[src/rtl/lsu_mem_stage.sv]
`default_nettype none
// ============================================================================
// Module   : lsu_mem_stage
// Purpose  : RV64 load/store memory stage. Turns one core memory request into
//            one 8-byte-aligned bus transaction with a byte write mask,
//            aligns and sign/zero-extends load data, and returns exactly one
//            response per request. Illegal or misaligned requests are
//            answered directly without touching the bus. A missing bus
//            response is answered with a timeout error.
// Ports    : clk, rst            - clock, synchronous active-high reset
//            req_*               - core request (valid/ready handshake)
//            resp_*              - one-cycle response pulse to writeback
//            mem_req_*           - bus request (valid/ready handshake)
//            mem_resp_*          - bus read data / write acknowledge
// Revision : 1.0 - initial release
// ============================================================================
module lsu_mem_stage #(
  parameter int TIMEOUT = 256
) (
  input  logic        clk,
  input  logic        rst,
  input  logic        req_valid,
  output logic        req_ready,
  input  logic        req_wen,
  input  logic [2:0]  req_funct3,
  input  logic [63:0] req_addr,
  input  logic [63:0] req_wdata,
  output logic        resp_valid,
  output logic [63:0] resp_rdata,
  output logic [1:0]  resp_err,
  output logic        mem_req_valid,
  input  logic        mem_req_ready,
  output logic        mem_req_wen,
  output logic [63:0] mem_req_addr,
  output logic [63:0] mem_req_wdata,
  output logic [7:0]  mem_req_wmask,
  input  logic        mem_resp_valid,
  input  logic [63:0] mem_resp_rdata
);

  localparam int CNT_W = $clog2(TIMEOUT) + 1;

  localparam logic [1:0] C_ST_IDLE = 2'd0;
  localparam logic [1:0] C_ST_REQ  = 2'd1;
  localparam logic [1:0] C_ST_WAIT = 2'd2;
  localparam logic [1:0] C_ST_RESP = 2'd3;

  localparam logic [1:0] C_ERR_OK      = 2'b00;
  localparam logic [1:0] C_ERR_MISALGN = 2'b01;
  localparam logic [1:0] C_ERR_TIMEOUT = 2'b10;
  localparam logic [1:0] C_ERR_ILLEGAL = 2'b11;

  logic [1:0]       r_state;
  logic             r_wen;
  logic [2:0]       r_funct3;
  logic [2:0]       r_off;
  logic [63:0]      r_addr;
  logic [63:0]      r_wdata;
  logic [7:0]       r_wmask;
  logic [CNT_W-1:0] r_cnt;
  logic [63:0]      r_rdata;
  logic [1:0]       r_err;

  // Request decode (valid only while in IDLE with req_valid high)
  logic [2:0]  w_off;
  logic [1:0]  w_size;
  logic        w_illegal;
  logic        w_misal;
  logic [7:0]  w_mask;
  logic [63:0] w_wdata_sh;
  logic [63:0] w_lane;
  logic [63:0] w_load;
  logic        w_timeout;

  assign w_off      = req_addr[2:0];
  assign w_size     = req_funct3[1:0];
  // Unsigned stores do not exist, and 111 has no size/sign meaning.
  assign w_illegal  = (req_funct3 == 3'b111) || (req_wen && req_funct3[2]);
  assign w_wdata_sh = req_wdata << {w_off, 3'b000};

  always_comb begin
    w_misal = 1'b0;
    w_mask  = 8'h00;
    case (w_size)
      2'b00: begin w_misal = 1'b0;              w_mask = 8'h01 << w_off; end
      2'b01: begin w_misal = w_off[0];          w_mask = 8'h03 << w_off; end
      2'b10: begin w_misal = (w_off[1:0] != 2'b00); w_mask = 8'h0F << w_off; end
      default: begin w_misal = (w_off != 3'b000); w_mask = 8'hFF; end
    endcase
  end

  // Load lane extraction and extension from the latched request.
  assign w_lane = mem_resp_rdata >> {r_off, 3'b000};

  always_comb begin
    w_load = 64'd0;
    case (r_funct3)
      3'b000:  w_load = {{56{w_lane[7]}},  w_lane[7:0]};
      3'b001:  w_load = {{48{w_lane[15]}}, w_lane[15:0]};
      3'b010:  w_load = {{32{w_lane[31]}}, w_lane[31:0]};
      3'b011:  w_load = w_lane;
      3'b100:  w_load = {56'd0, w_lane[7:0]};
      3'b101:  w_load = {48'd0, w_lane[15:0]};
      3'b110:  w_load = {32'd0, w_lane[31:0]};
      default: w_load = 64'd0;
    endcase
  end

  assign w_timeout = (r_cnt == CNT_W'(TIMEOUT - 1));

  always_ff @(posedge clk) begin
    if (rst) begin
      r_state  <= C_ST_IDLE;
      r_wen    <= 1'b0;
      r_funct3 <= 3'b000;
      r_off    <= 3'b000;
      r_addr   <= 64'd0;
      r_wdata  <= 64'd0;
      r_wmask  <= 8'h00;
      r_cnt    <= '0;
      r_rdata  <= 64'd0;
      r_err    <= C_ERR_OK;
    end else begin
      case (r_state)
        C_ST_IDLE: begin
          if (req_valid) begin
            r_wen    <= req_wen;
            r_funct3 <= req_funct3;
            r_off    <= w_off;
            r_addr   <= {req_addr[63:3], 3'b000};
            r_wmask  <= req_wen ? w_mask : 8'h00;
            r_wdata  <= req_wen ? w_wdata_sh : 64'd0;
            if (w_illegal) begin
              r_state <= C_ST_RESP;
              r_err   <= C_ERR_ILLEGAL;
              r_rdata <= 64'd0;
            end else if (w_misal) begin
              r_state <= C_ST_RESP;
              r_err   <= C_ERR_MISALGN;
              r_rdata <= 64'd0;
            end else begin
              r_state <= C_ST_REQ;
            end
          end
        end
        C_ST_REQ: begin
          if (mem_req_ready) begin
            r_state <= C_ST_WAIT;
            r_cnt   <= '0;
          end
        end
        C_ST_WAIT: begin
          // A response arriving on the timeout cycle still counts as ok.
          if (mem_resp_valid) begin
            r_state <= C_ST_RESP;
            r_err   <= C_ERR_OK;
            r_rdata <= r_wen ? 64'd0 : w_load;
          end else if (w_timeout) begin
            r_state <= C_ST_RESP;
            r_err   <= C_ERR_TIMEOUT;
            r_rdata <= 64'd0;
          end else begin
            r_cnt <= r_cnt + 1'b1;
          end
        end
        C_ST_RESP: begin
          r_state <= C_ST_IDLE;
        end
        default: begin
          r_state <= C_ST_IDLE;
        end
      endcase
    end
  end

  assign req_ready     = (r_state == C_ST_IDLE);
  assign resp_valid    = (r_state == C_ST_RESP);
  assign resp_rdata    = r_rdata;
  assign resp_err      = r_err;
  assign mem_req_valid = (r_state == C_ST_REQ);
  assign mem_req_wen   = r_wen;
  assign mem_req_addr  = r_addr;
  assign mem_req_wdata = r_wdata;
  assign mem_req_wmask = r_wmask;

endmodule
`default_nettype wire

[config.mk]
export PLATFORM = sky130hd
export DESIGN_NAME = lsu_mem_stage
export DESIGN_NICKNAME = d
export VERILOG_FILES = /design/src/rtl/lsu_mem_stage.sv
export SDC_FILE = /design/constraint.sdc
export NUM_CORES = 1
export LEC_CHECK = 0
export CAP_MARGIN = 20
export CORE_ASPECT_RATIO = 1.2
export CORE_MARGIN = 1.5
export CORE_UTILIZATION = 40
export CTS_CLUSTER_SIZE = 20
export DETAILED_ROUTE_END_ITERATION = 8
export DONT_BUFFER_PORTS = 1
export PLACE_DENSITY = 0.52
export SLEW_MARGIN = 0
export SYNTH_ARGS = -nofsm -noshare
export SYNTH_HDL_FRONTEND = slang
export SYNTH_SLANG_ARGS = --single-unit
[constraint.sdc]
create_clock -name clk -period 3.3 [get_ports clk]
set_input_delay 0.165 -clock clk [delete_from_list [all_inputs] [get_ports clk]]
set_output_delay 0.165 -clock clk [all_outputs]
set_load 0.05 [all_outputs]
==> impl_metrics.json, run 1 <==
{
  "first_global_vias": 9488,
  "yosysWarningCount": 0,
  "r2r_start": "r_cnt[0]",
  "path_max_fanout": 33,
  "firstDrtPassIters": 5,
  "netlist-cell-type-count": 55,
  "cts_buffers": 24,
  "cp-end-kind": "flop",
  "ant_nets": 0,
  "synthCells": 1239,
  "r2r_setup_slack_ns": 0.34,
  "grt_first_pass_wirelength_um": 58400,
  "ys.flop_type": "dfxtp_1",
  "port_buffers": 0,
  "setup_violations": 0,
  "vias": 9798,
  "place_hpwl_um": 27300,
  "holdPathEnd": "mem_req_wdata[27]",
  "status": "complete, no violations",
  "core_area_um2": 27100,
  "power.internal_w": 0.00553,
  "antenna_found_initial": 2,
  "cts_max_level": 1,
  "drtIter0Drc": 804,
  "start_util": 0.406,
  "swShare": 0.401,
  "cp_data_arrival_time_ns": 3.42,
  "holdWs_ns": 0.0220,
  "worstPathRequired_ns": 3.76,
  "drc": 0,
  "synth_edf_count": 0,
  "cts_tree": "done",
  "max_freq_mhz": 338,
  "synth_area_um2": 11000,
  "finalWeightedCongestion": 0.898,
  "grtUsageTotal": 0.264,
  "setup.worst_path.class": "reg -> reg",
  "clkPwrFrac": 0.315,
  "ys_seq_elements": 217,
  "setup_tns_ns": 0,
  "p_leak_nw": 4.77,
  "area_growth_pct": 19.2,
  "rsz0062_at_grt": "false",
  "combPwrFrac": 0.239,
  "max-slew-margin-rel": 0.340,
  "dieArea_um2": 28500,
  "avgSynthCellArea_um2": 8.88,
  "clk_pin_slew_ns": 0.06,
  "drive_gt1_frac": 0.120,
  "rr_worst_depth": 10,
  "die_x_um": 154,
  "seqPwrFrac": 0.447,
  "wl_per_cell_um": 24.3,
  "worstSetupStartpointType": "flop",
  "chipHeight_um": 185,
  "async_reset_ff_frac": 0,
  "clk_latency_ns": 0.52,
  "hp-start": "req_wdata[19]",
  "grt_max_degree": 146,
  "io_pins": 407,
  "via_per_inst": 5.99,
  "clock-sinks": 217,
  "hold_buffers": 105,
  "switchingPower_w": 0.00369,
  "hp-class": "in -> reg",
  "hold_path_depth": 4,
  "gr-total-overflow": 0,
  "period_needed_ns": 2.96,
  "hold_viol": 0,
  "r2r-end": "resp_rdata[54]",
  "wl_um": 39800,
  "finalClockSkew_ns": 0.0105,
  "worstMarginPinSlew_ns": 0.988,
  "cts_max_path_buffers": 3,
  "cts_resized": 0,
  "core.rowCount": 66,
  "powerDensity_nw_per_um2": 703,
  "report.final.slew_viol_count": 0,
  "cts_setup_buffers": 0,
  "cts-root-buf": "clkbuf_16",
  "fin_nets": 1489,
  "maxCapViolCount": 0,
  "seq_area_frac_synth": 0.395,
  "peakVddDrop_v": 0.000422,
  "min_period_over_period": 0.897
}
[routing by layer]
layer	up-vias	global-route usage	share of wire
met5	-	0	0
met4	0	0.115	0.042
met3	75	0.0905	0.10
met2	460	0.443	0.48
met1	4675	0.306	0.37
li1	4588	-	-
[flip-flops by register name, summed over array words and instances, names as in the netlist, 3 cells and up]
signal         count
mem_req_wdata     64
resp_rdata        64
mem_req_addr      61
r_cnt              9
mem_req_wmask      8
r_funct3           3
r_off              3
[synthesized netlist by cell type (8+ instances only)]
| cell type | number | share of area |
|---|---|---|
| mux4_2 | 23 | 0.047 |
| a221oi_1 | 11 | 0.0088 |
| mux2_2 | 55 | 0.056 |
| a211oi_1 | 32 | 0.022 |
| o211ai_1 | 8 | 0.0055 |
| buf_2 | 18 | 0.0082 |
| clkbuf_1 | 76 | 0.026 |
| a21oi_1 | 108 | 0.049 |
| nand3_1 | 12 | 0.0055 |
| a22oi_1 | 46 | 0.031 |
| nand2_1 | 201 | 0.069 |
| a221o_1 | 48 | 0.044 |
| o22ai_1 | 8 | 0.0045 |
| o2bb2ai_1 | 8 | 0.0064 |
| nor2b_1 | 27 | 0.015 |
| a222oi_1 | 8 | 0.0073 |
| buf_1 | 13 | 0.0044 |
| dfxtp_1 | 217 | 0.39 |
| o21ai_0 | 32 | 0.015 |
| mux2i_1 | 83 | 0.075 |
| nor2_1 | 107 | 0.036 |
| a211o_1 | 8 | 0.0064 |
| ha_1 | 11 | 0.013 |
[stage by stage]
stage	cells	power [W]	util	instance area, um^2	setup slack [ns]
3_5_place_dp	1486	0.00620	0.412	11200	0.357
5_1_grt	1636	0.00965	0.484	13100	0.132
2_1_floorplan	1241	0.00568	-	11000	0.542
4_1_cts	1634	0.00928	0.484	13100	0.342
6_report	1636	0.00922	0.484	13100	0.340
3_3_place_gp	1486	0.00620	0.412	11200	0.386
[cell families after synthesis]
kind of cell / synth area share
AND/OR/NAND/NOR: 0.153
XOR/XNOR: 0.00398
multiplexers: 0.179
buffers and inverters: 0.0474
flip-flops: 0.395
AO/OA/AOI/OAI: 0.209
adder cells (fa/ha/maj): 0.0125
other: 0.000341
[worst max-delay path by stage]
stage                                end  cells past startpoint  slack [ns]  startpoint
after floorplan           resp_rdata[56]                      9        0.54  r_state[0]
after global placement    resp_rdata[62]                     10        0.39    r_cnt[0]
after detailed placement  resp_rdata[53]                     10        0.36    r_cnt[0]
after CTS                 resp_rdata[32]                     10        0.34    r_cnt[0]
after global routing      resp_rdata[50]                     10        0.13    r_cnt[0]
final                     resp_rdata[54]                     10        0.34    r_cnt[0]
[layout by cell type, fill, tap and decap left out, types with 11 or more instances in the layout]
cell type,n
a21oi_1,107
nand2_1,200
dfxtp_1,215
a211oi_1,32
mux2i_1,83
a221o_1,48
a221oi_1,11
dlygate4sd3_1,103
nand3_1,12
ha_1,11
nor2_1,107
a22oi_1,46
mux2_2,55
nor2b_1,26
clkbuf_16,25
buf_4,17
o21ai_0,32
mux4_2,23
[layout make-up]
cell class                      count  area [um^2]
Fill cell                        2634        14000
Multi-Input combinational cell    900         6170
Sequential cell                   217         4350
Timing Repair Buffer              125         1270
Clock buffer                       34          729
Tap cell                          340          425
Clock inverter                      9          133
Inverter                            9         33.8
Antenna cell                        2         5.00
[worst max-delay path, stage by stage, from the launching register on]
cell and delay (ns):
dfxtp_1 0.36, ha_1 0.22, nand3_1 0.09, nor2_1 0.10
ha_1 0.18, nor3b_1 0.08, or4b_1 0.50, or3_1 0.57
a31oi_4 0.23, buf_4 0.38, a221o_1 0.18
[power by group through the flow]
stage | clock (W) | combinational [W] | sequential (W)
floorplan | 0 | 0.00167 | 0.00401
detailed placement | 0 | 0.00202 | 0.00418
global route | 0.00310 | 0.00240 | 0.00415
global placement | 0 | 0.00202 | 0.00418
finish | 0.00290 | 0.00220 | 0.00412
CTS | 0.00297 | 0.00219 | 0.00412
Note: power is estimated with default switching activity, not from simulation.
==> run 2, diff against run 1 <==
Settings changed: ABC_AREA set to 1, CORE_MARGIN 1.5 to unset.
==> run 2 against run 1 <==
Hold slack worse by 0.019 ns. Sequential cell count stayed put. Via count grew 22%. Largest cell class unchanged. Highest routed layer unchanged.
==> impl_metrics.json, run 2 <==
{
  "hold_buffers": 101,
  "drive_gt1_frac": 0.0535,
  "cts_max_level": 1,
  "crit_path_top_delay_cell": "dlygate4sd3_1",
  "dp_slack_ns": 0.831,
  "max_freq_mhz": 357,
  "synth_area_leaders": "dfxtp_1, nand2_1, o21ai_0, a21oi_1, nor2_1",
  "netlist-cell-type-count": 41,
  "io_pins": 407,
  "layout_commonest_cell": "nand2_1",
  "hold_viol": 0,
  "setup.worst_path.class": "reg -> reg",
  "avgSynthCellArea_um2": 6.49,
  "rsz0062_at_grt": "false",
  "holdPathEnd": "mem_req_wdata[32]",
  "grt_max_degree": 145,
  "wl_per_cell_um": 19.4,
  "yosysWarningCount": 0,
  "clock-sinks": 217,
  "hold_path_depth": 4,
  "total_power_w": 0.0109,
  "fin_nets": 2026,
  "clk_pin_slew_ns": 0.06,
  "rr_worst_depth": 11,
  "path_max_fanout": 29,
  "setup_violations": 0,
  "vias": 12000,
  "die_x_um": 158,
  "report.final.slew_viol_count": 0,
  "synth.most_common_cell": "nand2_1",
  "cp_top_family": "buffers and inverters",
  "cp_num_buf_inv": 5,
  "firstDrtPassIters": 5,
  "setup_tns_ns": 0,
  "clk_latency_ns": 0.54,
  "drc": 0,
  "grtUsageTotal": 0.275,
  "maxCapViolCount": 0,
  "cts_setup_buffers": 0,
  "p_leak_nw": 5.63,
  "async_reset_ff_frac": 0,
  "first_global_vias": 11300,
  "area_growth_pct": 16.9,
  "cts_buffers": 25,
  "core.rowCount": 68,
  "synth_commonest_cells": "nand2_1, dfxtp_1, nor2_1, o21ai_0, a21oi_1",
  "peakVddDrop_v": 0.000457,
  "cts-root-buf": "clkbuf_16",
  "crit_chain": "inv_1 -> ha_1 -> buf_4 -> nand2_4 -> nor2_2 -> nand2_1 -> inv_2 -> buf_4 -> nand2_1 -> a21oi_1 -> dlygate4sd3_1",
  "max-slew-margin-rel": 0.444,
  "worstMarginPinSlew_ns": 0.831,
  "r2r_setup_slack_ns": 0.50,
  "port_buffers": 0,
  "hp-start": "req_wdata[16]",
  "drtIter0Drc": 798,
  "ant_nets": 0,
  "min_period_over_period": 0.850,
  "wl_um": 43100,
  "gr-total-overflow": 0,
  "finalClockSkew_ns": 0.0160,
  "synthCells": 1800,
  "synth_edf_count": 0,
  "seq_area_frac_synth": 0.372,
  "worstSetupStartpointType": "flop",
  "yosys.area.top_type_share": 0.372,
  "r2r-end": "mem_req_wdata[13]",
  "core_area_um2": 28800,
  "cts_resized": 0,
  "place_hpwl_um": 29600,
  "postLayoutCellArea_um2": 13600,
  "ys_seq_elements": 217,
  "worstPathRequired_ns": 3.78,
  "grt_first_pass_wirelength_um": 63800,
  "start_util": 0.406,
  "cts_tree": "done",
  "cp-end-kind": "flop",
  "synth_area_um2": 11700,
  "cpPeakStageDelay_ns": 0.56,
  "diodes": 0,
  "final_cell_mix": "nand2_1, dfxtp_1, nor2_1, o21ai_0, a21oi_1",
  "dieArea_um2": 29900,
  "place_area_um2": 11700,
  "cts_max_path_buffers": 3,
  "chipHeight_um": 189,
  "r2r_start": "r_state[0]",
  "ys.flop_type": "dfxtp_1",
  "setup_slack_ns": 0.496,
  "powerDensity_nw_per_um2": 795,
  "period_needed_ns": 2.80,
  "finalWeightedCongestion": 0.872,
  "via_per_inst": 5.40,
  "post-synth-top-area-cell": "dfxtp_1",
  "cp_data_arrival_time_ns": 3.28,
  "antenna_found_initial": 0,
  "status": "complete, no violations",
  "hp-class": "in -> reg"
}
-- run 2: changes by cell type after synthesis, moves of 50 or more --
cell	previous run	this run
nand3_1	12	73
inv_1	7	88
a21oi_1	108	158
mux2i_1	83	13
nand2_1	201	575
mux2_2	55	0
o21ai_0	32	171
nor2_1	107	187
-- run 2: kinds of logic (layout without fill, tap and decap cells) --
kind of cell	Yosys count	count (layout)	share of synthesized area
mux	13	13	0.0111
other cells	1	3	0.000321
buf+inv	233	264	0.0892
flops	217	217	0.372
simple gates	905	905	0.318
fa+ha+maj	11	11	0.0118
compound gates	420	420	0.198
-- run 2: how the worst max path moves through the flow --
stage          startpoint                 to  slack, ns  cells past startpoint
2_1_floorplan  r_state[0]  mem_req_wdata[32]       1.18                      9
3_3_place_gp     r_cnt[0]     resp_rdata[50]       0.86                     13
3_5_place_dp     r_cnt[0]     resp_rdata[50]       0.83                     13
4_1_cts        r_state[0]  mem_req_wdata[13]       0.51                     11
5_1_grt        r_state[0]  mem_req_wdata[13]       0.33                     11
6_report       r_state[0]  mem_req_wdata[13]       0.50                     11
-- run 2: layer usage --
metal | vias to the layer above | share of wire | global-route usage
met3 | 93 | 0.076 | 0.0648
met4 | 0 | 0.038 | 0.111
met5 | - | 0 | 0
li1 | 5944 | - | -
met1 | 5531 | 0.38 | 0.305
met2 | 407 | 0.51 | 0.497
-- run 2: where the power goes --
group / internal, W / switching [W] / total [W]
clock: 0.00185 / 0.00122 / 0.00306
combinational: 0.00102 / 0.00233 / 0.00335
sequential: 0.00299 / 0.00145 / 0.00444
-- run 2: cell type report --
class                           instances  area [um^2]
Clock inverter                         17          241
Fill cell                            3139        15100
Multi-Input combinational cell       1352         6310
Sequential cell                       217         4350
Clock buffer                           29          661
Tap cell                              385          482
Timing Repair Buffer                  124         1260
Inverter                               94          353
-- run 2: per-stage QoR --
stage / util / hold slack, ns / std cells
after floorplan: - / 0.332 / 1802
after global placement: 0.407 / 0.260 / 2071
after detailed placement: 0.407 / 0.264 / 2071
after CTS: 0.475 / 0.000950 / 2218
after global routing: 0.475 / 0.0214 / 2218
final: 0.475 / 0.00267 / 2218
-- run 2: worst reg2reg max path, delay by kind of cell, from the launching register on --
family,cells,cell delay (ns)
compound gates,1,0.15
fa+ha+maj,1,0.20
buf+inv,5,1.59
flops,1,0.33
simple gates,4,0.48
